$ cat src/rtl/cpu_pkg.sv
// Shared CPU definitions: PC update selector, fetch FSM states and the
// next-PC arithmetic used by both the fetch unit and the branch logic.
package cpu_pkg;

   typedef enum logic [1:0] {
      PC_HOLD  = 2'b00,
      PC_PLUS4 = 2'b01,
      PC_JUMP  = 2'b10,
      PC_IN    = 2'b11
   } pc_sel_e;

   typedef enum logic [1:0] {
      ST_IDLE = 2'b00,
      ST_REQ  = 2'b01,
      ST_DONE = 2'b10
   } fetch_state_e;

   // Next PC for a given selector; word offset is scaled to bytes, all modulo 2^32
   function automatic logic [31:0] next_pc(input logic [31:0] pc,
                                           input pc_sel_e     sel,
                                           input logic [31:0] k,
                                           input logic [31:0] pc_in);
      logic [31:0] res;
      case (sel)
         PC_HOLD:  res = pc;
         PC_PLUS4: res = pc + 32'd4;
         PC_JUMP:  res = pc + (k << 2);
         PC_IN:    res = pc_in;
         default:  res = pc;
      endcase
      return res;
   endfunction

endpackage

$ cat src/rtl/program_counter.sv
// Program counter register with next-PC selection. pc_next_o exposes the
// value that will be committed so a same-cycle fetch can use it.
module program_counter
   import cpu_pkg::*;
#(
   parameter logic [31:0] RESET_PC = 32'h0000_0000
)(
   input  logic        clk_i,
   input  logic        rst_ni,
   input  logic        load_en_i,
   input  logic [1:0]  pc_sel_i,
   input  logic [31:0] pc_k_i,
   input  logic [31:0] pc_in_i,
   output logic [31:0] pc_o,
   output logic [31:0] pc_next_o,
   output logic [31:0] pc_plus4_o
);

   logic [31:0] pc_q;
   logic [31:0] pc_d;

   // Select the next PC; only a committed load changes it
   always_comb begin
      pc_d = pc_q;
      if (load_en_i) begin
         pc_d = next_pc(pc_q, pc_sel_e'(pc_sel_i), pc_k_i, pc_in_i);
      end else begin
         pc_d = pc_q;
      end
   end

   // PC register
   always_ff @(posedge clk_i or negedge rst_ni) begin
      if (!rst_ni) begin
         pc_q <= RESET_PC;
      end else begin
         pc_q <= pc_d;
      end
   end

   assign pc_o       = pc_q;
   assign pc_next_o  = pc_d;
   assign pc_plus4_o = pc_q + 32'd4;

endmodule

$ cat src/rtl/instruction_fetch.sv
// Instruction fetch unit: IDLE/REQ/DONE handshake with instruction memory,
// ack timeout, misalignment detection, instruction register and PC.
module instruction_fetch
   import cpu_pkg::*;
#(
   parameter logic [31:0] RESET_PC = 32'h0000_0000,
   parameter int          TIMEOUT  = 15
)(
   input  logic        clock,
   input  logic        reset,
   input  logic [1:0]  pc_sel,
   input  logic [31:0] pc_k,
   input  logic [31:0] pc_in,
   input  logic        pc_load,
   input  logic        fetch_start,
   output logic        imem_req,
   output logic [31:0] imem_addr,
   input  logic        imem_ack,
   input  logic [31:0] imem_rdata,
   output logic [31:0] IR,
   output logic        ir_valid,
   output logic [31:0] pc,
   output logic [31:0] pc_plus4,
   output logic        busy,
   output logic        fetch_err
);

   localparam int CNT_W = $clog2(TIMEOUT + 1);

   fetch_state_e     state_q, state_d;
   logic [CNT_W-1:0] cnt_q, cnt_d;
   logic [31:0]      ir_q, ir_d;
   logic             err_q, err_d;
   logic [31:0]      pc_next_s;
   logic             idle_s;
   logic             aligned_s;
   logic             timeout_s;

   assign idle_s    = (state_q == ST_IDLE);
   // Alignment is judged on the PC the fetch will actually use
   assign aligned_s = (pc_next_s[1:0] == 2'b00);
   assign timeout_s = ((cnt_q + CNT_W'(1)) == CNT_W'(TIMEOUT));

   program_counter #(
      .RESET_PC (RESET_PC)
   ) u_pc (
      .clk_i      (clock),
      .rst_ni     (reset),
      .load_en_i  (pc_load && idle_s),
      .pc_sel_i   (pc_sel),
      .pc_k_i     (pc_k),
      .pc_in_i    (pc_in),
      .pc_o       (pc),
      .pc_next_o  (pc_next_s),
      .pc_plus4_o (pc_plus4)
   );

   // FSM state register
   always_ff @(posedge clock or negedge reset) begin
      if (!reset) begin
         state_q <= ST_IDLE;
      end else begin
         state_q <= state_d;
      end
   end

   // FSM next-state: ack wins over timeout in the final wait cycle
   always_comb begin
      state_d = state_q;
      case (state_q)
         ST_IDLE: begin
            if (fetch_start && aligned_s) state_d = ST_REQ;
            else                          state_d = ST_IDLE;
         end
         ST_REQ: begin
            if (imem_ack)       state_d = ST_DONE;
            else if (timeout_s) state_d = ST_IDLE;
            else                state_d = ST_REQ;
         end
         ST_DONE: state_d = ST_IDLE;
         default: state_d = ST_IDLE;
      endcase
   end

   // FSM outputs decoded from the registered state
   always_comb begin
      imem_req  = (state_q == ST_REQ);
      imem_addr = 32'h0000_0000;
      if (state_q == ST_REQ) imem_addr = pc;
      else                   imem_addr = 32'h0000_0000;
      ir_valid  = (state_q == ST_DONE);
      busy      = (state_q != ST_IDLE);
   end

   // Wait counter, instruction register and sticky error next values
   always_comb begin
      cnt_d = {CNT_W{1'b0}};
      ir_d  = ir_q;
      err_d = err_q;
      case (state_q)
         ST_IDLE: begin
            if (fetch_start) err_d = !aligned_s;
            else             err_d = err_q;
         end
         ST_REQ: begin
            if (imem_ack) begin
               ir_d = imem_rdata;
            end else begin
               cnt_d = cnt_q + CNT_W'(1);
               if (timeout_s) err_d = 1'b1;
               else           err_d = err_q;
            end
         end
         ST_DONE: cnt_d = {CNT_W{1'b0}};
         default: cnt_d = {CNT_W{1'b0}};
      endcase
   end

   // Datapath registers
   always_ff @(posedge clock or negedge reset) begin
      if (!reset) begin
         cnt_q <= {CNT_W{1'b0}};
         ir_q  <= 32'h0000_0000;
         err_q <= 1'b0;
      end else begin
         cnt_q <= cnt_d;
         ir_q  <= ir_d;
         err_q <= err_d;
      end
   end

   assign IR        = ir_q;
   assign fetch_err = err_q;

endmodule

$ cat config.mk
export PLATFORM = sky130hd
export DESIGN_NAME = instruction_fetch
export DESIGN_NICKNAME = d
export VERILOG_FILES = /design/src/rtl/cpu_pkg.sv /design/src/rtl/program_counter.sv /design/src/rtl/instruction_fetch.sv
export SDC_FILE = /design/constraint.sdc
export NUM_CORES = 1
export LEC_CHECK = 0
export ABC_AREA = 1
export CAP_MARGIN = 25
export CELL_PAD_IN_SITES_DETAIL_PLACEMENT = 1
export CELL_PAD_IN_SITES_GLOBAL_PLACEMENT = 2
export CORE_ASPECT_RATIO = 0.8
export CORE_MARGIN = 2
export CORE_UTILIZATION = 21
export DETAILED_ROUTE_END_ITERATION = 6
export PLACE_DENSITY = 0.83
export SLEW_MARGIN = 20
export SYNTH_ARGS = -nofsm -noshare
export SYNTH_HDL_FRONTEND = slang
export SYNTH_HIERARCHICAL = 1
export SYNTH_SLANG_ARGS = --single-unit
$ cat constraint.sdc
create_clock -name clock -period 1.9 [get_ports clock]
set_input_delay 0.38 -clock clock [delete_from_list [all_inputs] [get_ports clock]]
set_output_delay 0.38 -clock clock [all_outputs]
set_load 0.05 [all_outputs]
# Word level (Yosys, flattened, before mapping)
# Cells that the tools add are included.
[classes] n_addsub=3 n_eq_ne=9 mux=13 bitwise_logic=1 reduce_logical=11
[ops] op="32-bit case mux with 4 select lines" n=1
[ops] op="32-bit by 3-bit adder with 32-bit output, second input constant" n=1
[ops] op="32-bit adder" n=1
[ops] op="32-bit two-way mux" n=1
[ops] op="4-bit two-way mux" n=2
[ops] op="2-bit == test, second input constant" n=3
[ops] op="2-bit zero test" n=3
[ops] op="1-bit two-way mux" n=5
[ops] op="4-bit by 1-bit adder with 4-bit output, second input constant" n=1
[ops] op="2-bit by 1-bit == test with 1-bit output, second input constant" n=2
[ops] op="4-bit == test, second input constant" n=1
[ops] op="2-bit two-way mux" n=2
[ops] op="2-bit != test, second input constant" n=2
[ops] op="2-bit case mux with 2 select lines" n=1
[ops] op="2-bit AND reduction" n=2
[ops] op="4-bit AND reduction" n=1
[ops] op="2-bit nonzero test" n=2
[ops] op="1-bit logical AND" n=2
[ops] op="2-bit by 1-bit != test with 1-bit output, second input constant" n=1
[ops] op="1-bit case mux with 2 select lines" n=1
[ops] op="1-bit zero test" n=1
[ops] op="1-bit inverter" n=1
[word_totals] reg_bits=71 inputBits=103 output_inout_bits=132 elab_cells=43

# Logic depth before layout (Yosys ltp)
[depth] depth_word=7 depth_mapped=14 ltp_nobuf=14

# Modules after synthesis
# The synthesis kept the hierarchy.
[by_module_without_submodules] module="program_counter" instances=1 cells_each=862 area_per_inst_um2=4805.9 seq_area_each_um2=800.8
[by_module_without_submodules] module="instruction_fetch" instances=1 cells_each=251 area_per_inst_um2=1859.3 seq_area_each_um2=975.9

# Worst setup path before layout
# OpenSTA, ideal clock, no wires.
[synth_path] kind="reg2reg" from="reg u_pc.pc_q[3], in the netlist u_pc/pc_o[3]" to="reg u_pc.pc_q[14], in the netlist u_pc/pc_o[14]" setup_time_ns=0.087 arrival_ns=2.655 required_time_ns=1.813 path_slack_ns=-0.842 stages_incl_launch_ff=12 n_path_buf=0 synth_period_minus_slack_ns=2.742 cell_sequence="dfrtp_1 -> ha_1 -> nand2_2 -> nor2_4 -> nand2_4 -> clkinv_2 -> nand2_4 -> xor2_1 -> nand2_1 -> nand2_1 -> inv_1 -> a22oi_1"
[synth_between] elab_chain_len=2 elab_cells_between_ends=3 classes_between="add/sub: 2; mux: 1"
[synth_lines] item="start: declaration" line_no="program_counter.sv:19" rtl="logic [31:0] pc_q;"
[synth_lines] item="start signal: assignment" line_no="program_counter.sv:37" rtl="pc_q <= pc_d;"
[synth_lines] item="32-bit by 3-bit adder with 32-bit output"
[synth_lines] item="named net pc_plus4[14]" line_no="instruction_fetch.sv:23" rtl="output logic [31:0] pc_plus4,"
[synth_lines] item="32-bit case mux with 4 select lines" line_no="cpu_pkg.sv:24" rtl="case (sel)"
# The timed path passes the listed nets, and every way through them passes these cells.
# A chain may end at the register's enable or synchronous reset.

# Worst setup path after layout
[layout_path] from="reg u_pc.pc_q[12], in the netlist u_pc/pc_o[12]" to="out pc_plus4[29]"
[layout_between] elab_chain_len=1
[layout_lines] item="32-bit by 3-bit adder with 32-bit output" line_no="program_counter.sv:43" rtl="assign pc_plus4_o = pc_q + 32'd4;"
[layout_lines] item="end: declaration" line_no="instruction_fetch.sv:23"
# No other way between the ends.

==> out/metrics.yaml <==
status: "complete, but fails checks"
violations: "negative setup slack"
synth_top_family_by_area: "simple AND/OR/NAND/NOR gates"
clkPwrFrac_pct: 5.5
drv_cap: 0
reg2regPathDepth: 16
synth_compound_area_share_pct: 8.84
fill_cells: 3690
p_comb_share_pct: 84.8
worstMarginPinSlew_ns: 0.534
setup_viol: 78
synthArstFlopShare_pct: 100
numCtsBuffers: 9
synth_enable_flop_cells: 0
netlist_area_um2: 6670
grt_max_degree: 72
wl_per_cell_um: 20.3
ys_seq_area_share_pct: 26.7
h-tree-depth: 3
finalWirelength_um: 40700
max_slew_margin_pct: 64.6
wl_met3_um: 1840
dominantRegCellSynth: "dfrtp_1"
seqPwrFrac_pct: 9.7
switching_power_mw: 16.9
worst-r2r-setup-slack_ns: -0.40
die_w_um: 203
first_iter_violations: 461
dp_cells: 1913
die_height_um: 163
fp-row-count: 58
dr_total_vias: 9329
gp_congestion: 0.876
synth-xor-area-share_pct: 2.67
whs_ns: 0.0449
areaGrowthSynthToFinish_pct: 124
syn_avg_cell_area_um2: 5.99
fin_crit_sh_pct: 126
irDropWorstVdd_uv: 942
hold_viol: 0
cp_top_family: "simple AND/OR/NAND/NOR gates"
synth_fa_ha_area_share_pct: 6.31
cp-end-kind: "output pin"
vias_per_cell: 4.64
synth_mux_area_share_pct: 0.338
slew_violations: 0
diodes: 0
fp.dieArea_um2: 33200
post-place-ws_ns: -0.714
period_minus_slack_ns: 2.39
path_max_fanout: 3
synth_fp_nets: 1249
leakage_nw: 7.21
critical_path_arrival_ns: 2.01
wl_met1_um: 17600
layout_setup_ws_ns: -0.492
synthCells: 1113
num_io_pins: 235
cts_root_buffer: "clkbuf_16"
cpPeakStageDelay_ns: 0.43
initial_core_util_pct: 21.3
ys_types: 45
cts_tree: "done"
rsz0062_at_grt: "yes"
yosys.area_share.simple_pct: 43.0
cp-start-kind: "register"
multi_input_area_um2: 6390
antenna_found_initial: 0
grt_overflow_total: 0
grt_pass1_vias: 9784
p_int_mw: 13.9
yosysWarnings: 6
grt_use_total_pct: 23.2
hp-class: "in2async"
fin_tns_setup_ns: -18.24
highest_layer: "met4"
utilization_pct: 47.7
io_buffers: 232
r2r_start: "u_pc/pc_o[14]$_DFF_PN0_"
ys_ff_latch: 71
drive_above_1_share_pct: 51.6
placed_cell_area_um2: 11800
total_power_mw: 30.8
crit_type: "reg2out"
clock_latency_ns: 0.35
grt_pass1_wl_um: 58200
clkTransAtPathRegs_ns: 0.07
drc: 0
fin_area_um2: 14900
powerDensity_nw_per_um2: 2060
crit_cells: 9
finalNonFillerCells: 2010
cts_hold_buf: 0
cp_slowest_cell: "dfrtp_4"
nets: 1721
ant_nets: 0
rr_endpoint: "u_pc/pc_o[28]$_DFF_PN0_"
dp_hpwl_um: 28700
seqCellArea_um2: 1820
cp_cell_sequence: "buf_6 -> nand2_4 -> nor3_4 -> nand2_2 -> nor2_4 -> nand2_1 -> nand2_1 -> nand2_2 -> buf_12"
cp.required_ns: 1.52
skew_ns: 0.00766
timing.critical_path.buf_inv: 2
clk_path_buf_depth: 2
crit_start: "u_pc/pc_o[12]$_DFF_PN0_"
clkSinkCount: 71
core_um2: 31400
dr_wl_met2_um: 20000
endpoint: "pc_plus4[29]"
switching_share_pct: 54.7
max_freq_ghz: 0.418
firstDrtPassIters: 4
==> synthesized netlist by cell type (2+ instances only) <==
cell,n,area (um2)
buf_1,3,11.3
ha_1,32,400
nand3b_1,9,67.6
dfrtp_1,71,1780
nand4_1,6,37.5
clkbuf_1,11,41.3
inv_1,171,642
nand2_1,434,1630
buf_4,5,37.5
buf_6,3,33.8
xor2_2,5,81.3
a22oi_1,2,15.0
nor2_2,2,12.5
xnor2_1,2,17.5
nor3_2,3,30.0
o21bai_1,3,22.5
or2_2,6,37.5
nor2_1,132,495
nand2_2,2,12.5
nand2_4,3,33.8
a31oi_1,7,43.8
buf_2,2,10.0
nand3_1,54,270
a21oi_1,74,370
nor3_1,13,65.1
a32oi_1,2,17.5
a21oi_2,3,26.3
xor2_1,9,78.8
o21ai_0,11,55.1
inv_2,8,30.0
nor2_4,9,101
mux2_2,2,22.5
o21ai_1,2,10.0
==> worst register-to-register path, stage by stage (launching register included) <==
cell	delay [ns]
dfrtp_2	0.45
buf_6	0.13
buf_6	0.10
buf_6	0.12
ha_4	0.30
buf_6	0.13
nand2_8	0.07
nor2_4	0.11
buf_6	0.12
buf_6	0.11
nand2_2	0.07
nor2_2	0.11
nand2_2	0.09
nand2_1	0.07
nand2_1	0.07
nand3_2	0.08
a21oi_2	0.05
==> sequential cells by signal, summed over array words and instances (netlist names) <==
name	flops
IR	32
cnt_q	4
fetch_err	1
state_q	2
u_pc/pc_o	32
==> worst min-delay path by stage <==
stage	start	end	slack, ns	cells past startpoint
finish	reset	IR[10]$_DFFE_PN0P_	0.04	2
global route	reset	IR[11]$_DFFE_PN0P_	0.09	2
CTS	reset	IR[10]$_DFFE_PN0P_	0.08	2
detailed placement	reset	IR[10]$_DFFE_PN0P_	0.46	2
global placement	reset	IR[10]$_DFFE_PN0P_	0.45	2
floorplan	reset	IR[0]$_DFFE_PN0P_	0.08	0
==> cell families after synthesis <==
family	Yosys count
XOR/XNOR	16
AO/OA/AOI/OAI	108
flip-flops	71
buffers and inverters	204
adder cells (fa/ha/maj)	33
multiplexers	2
AND/OR/NAND/NOR	679
==> power groups by stage <==
stage / clock network (mW) / logic [mW] / registers (mW)
6_report: 1.70 / 26.1 / 2.98
2_1_floorplan: 0 / 8.18 / 5.49
3_3_place_gp: 0 / 19.5 / 3.05
3_5_place_dp: 0 / 19.9 / 3.07
4_1_cts: 1.71 / 23.5 / 2.96
5_1_grt: 1.78 / 27.4 / 3.06
==> cell usage in the layout, fill, tap and decap left out, types with 37 or more instances in the layout <==
cell type,count
nand2_2,82
nand2_4,50
nand2_1,303
inv_1,148
clkdlybuf4s50_1,94
nor2_4,70
buf_6,63
a21oi_1,37
dfrtp_1,45
buf_4,228
buf_12,78
nor2_1,57
==> per-layer routing <==
layer	vias up	GRT usage [%]
met1	4617	30.1
met2	286	38.9
met5	-	0
met4	0	8.73
li1	4362	-
met3	64	3.35
==> cell type report <==
type / instances / area share [%]
Clock inverter: 6 / 0.301
Tap cell: 420 / 3.52
Multi-Input combinational cell: 838 / 42.8
Clock buffer: 10 / 1.60
Inverter: 180 / 4.77
Sequential cell: 71 / 12.2
Timing Repair Buffer: 485 / 34.8
==> timing repair <==
action                     CTS  global route
setup buffers               57            38
pin swaps                  127           162
resized for setup          304           244
cloned                       3             0
setup endpoints to repair   93           126
Note: power is estimated with default switching activity, not from simulation.
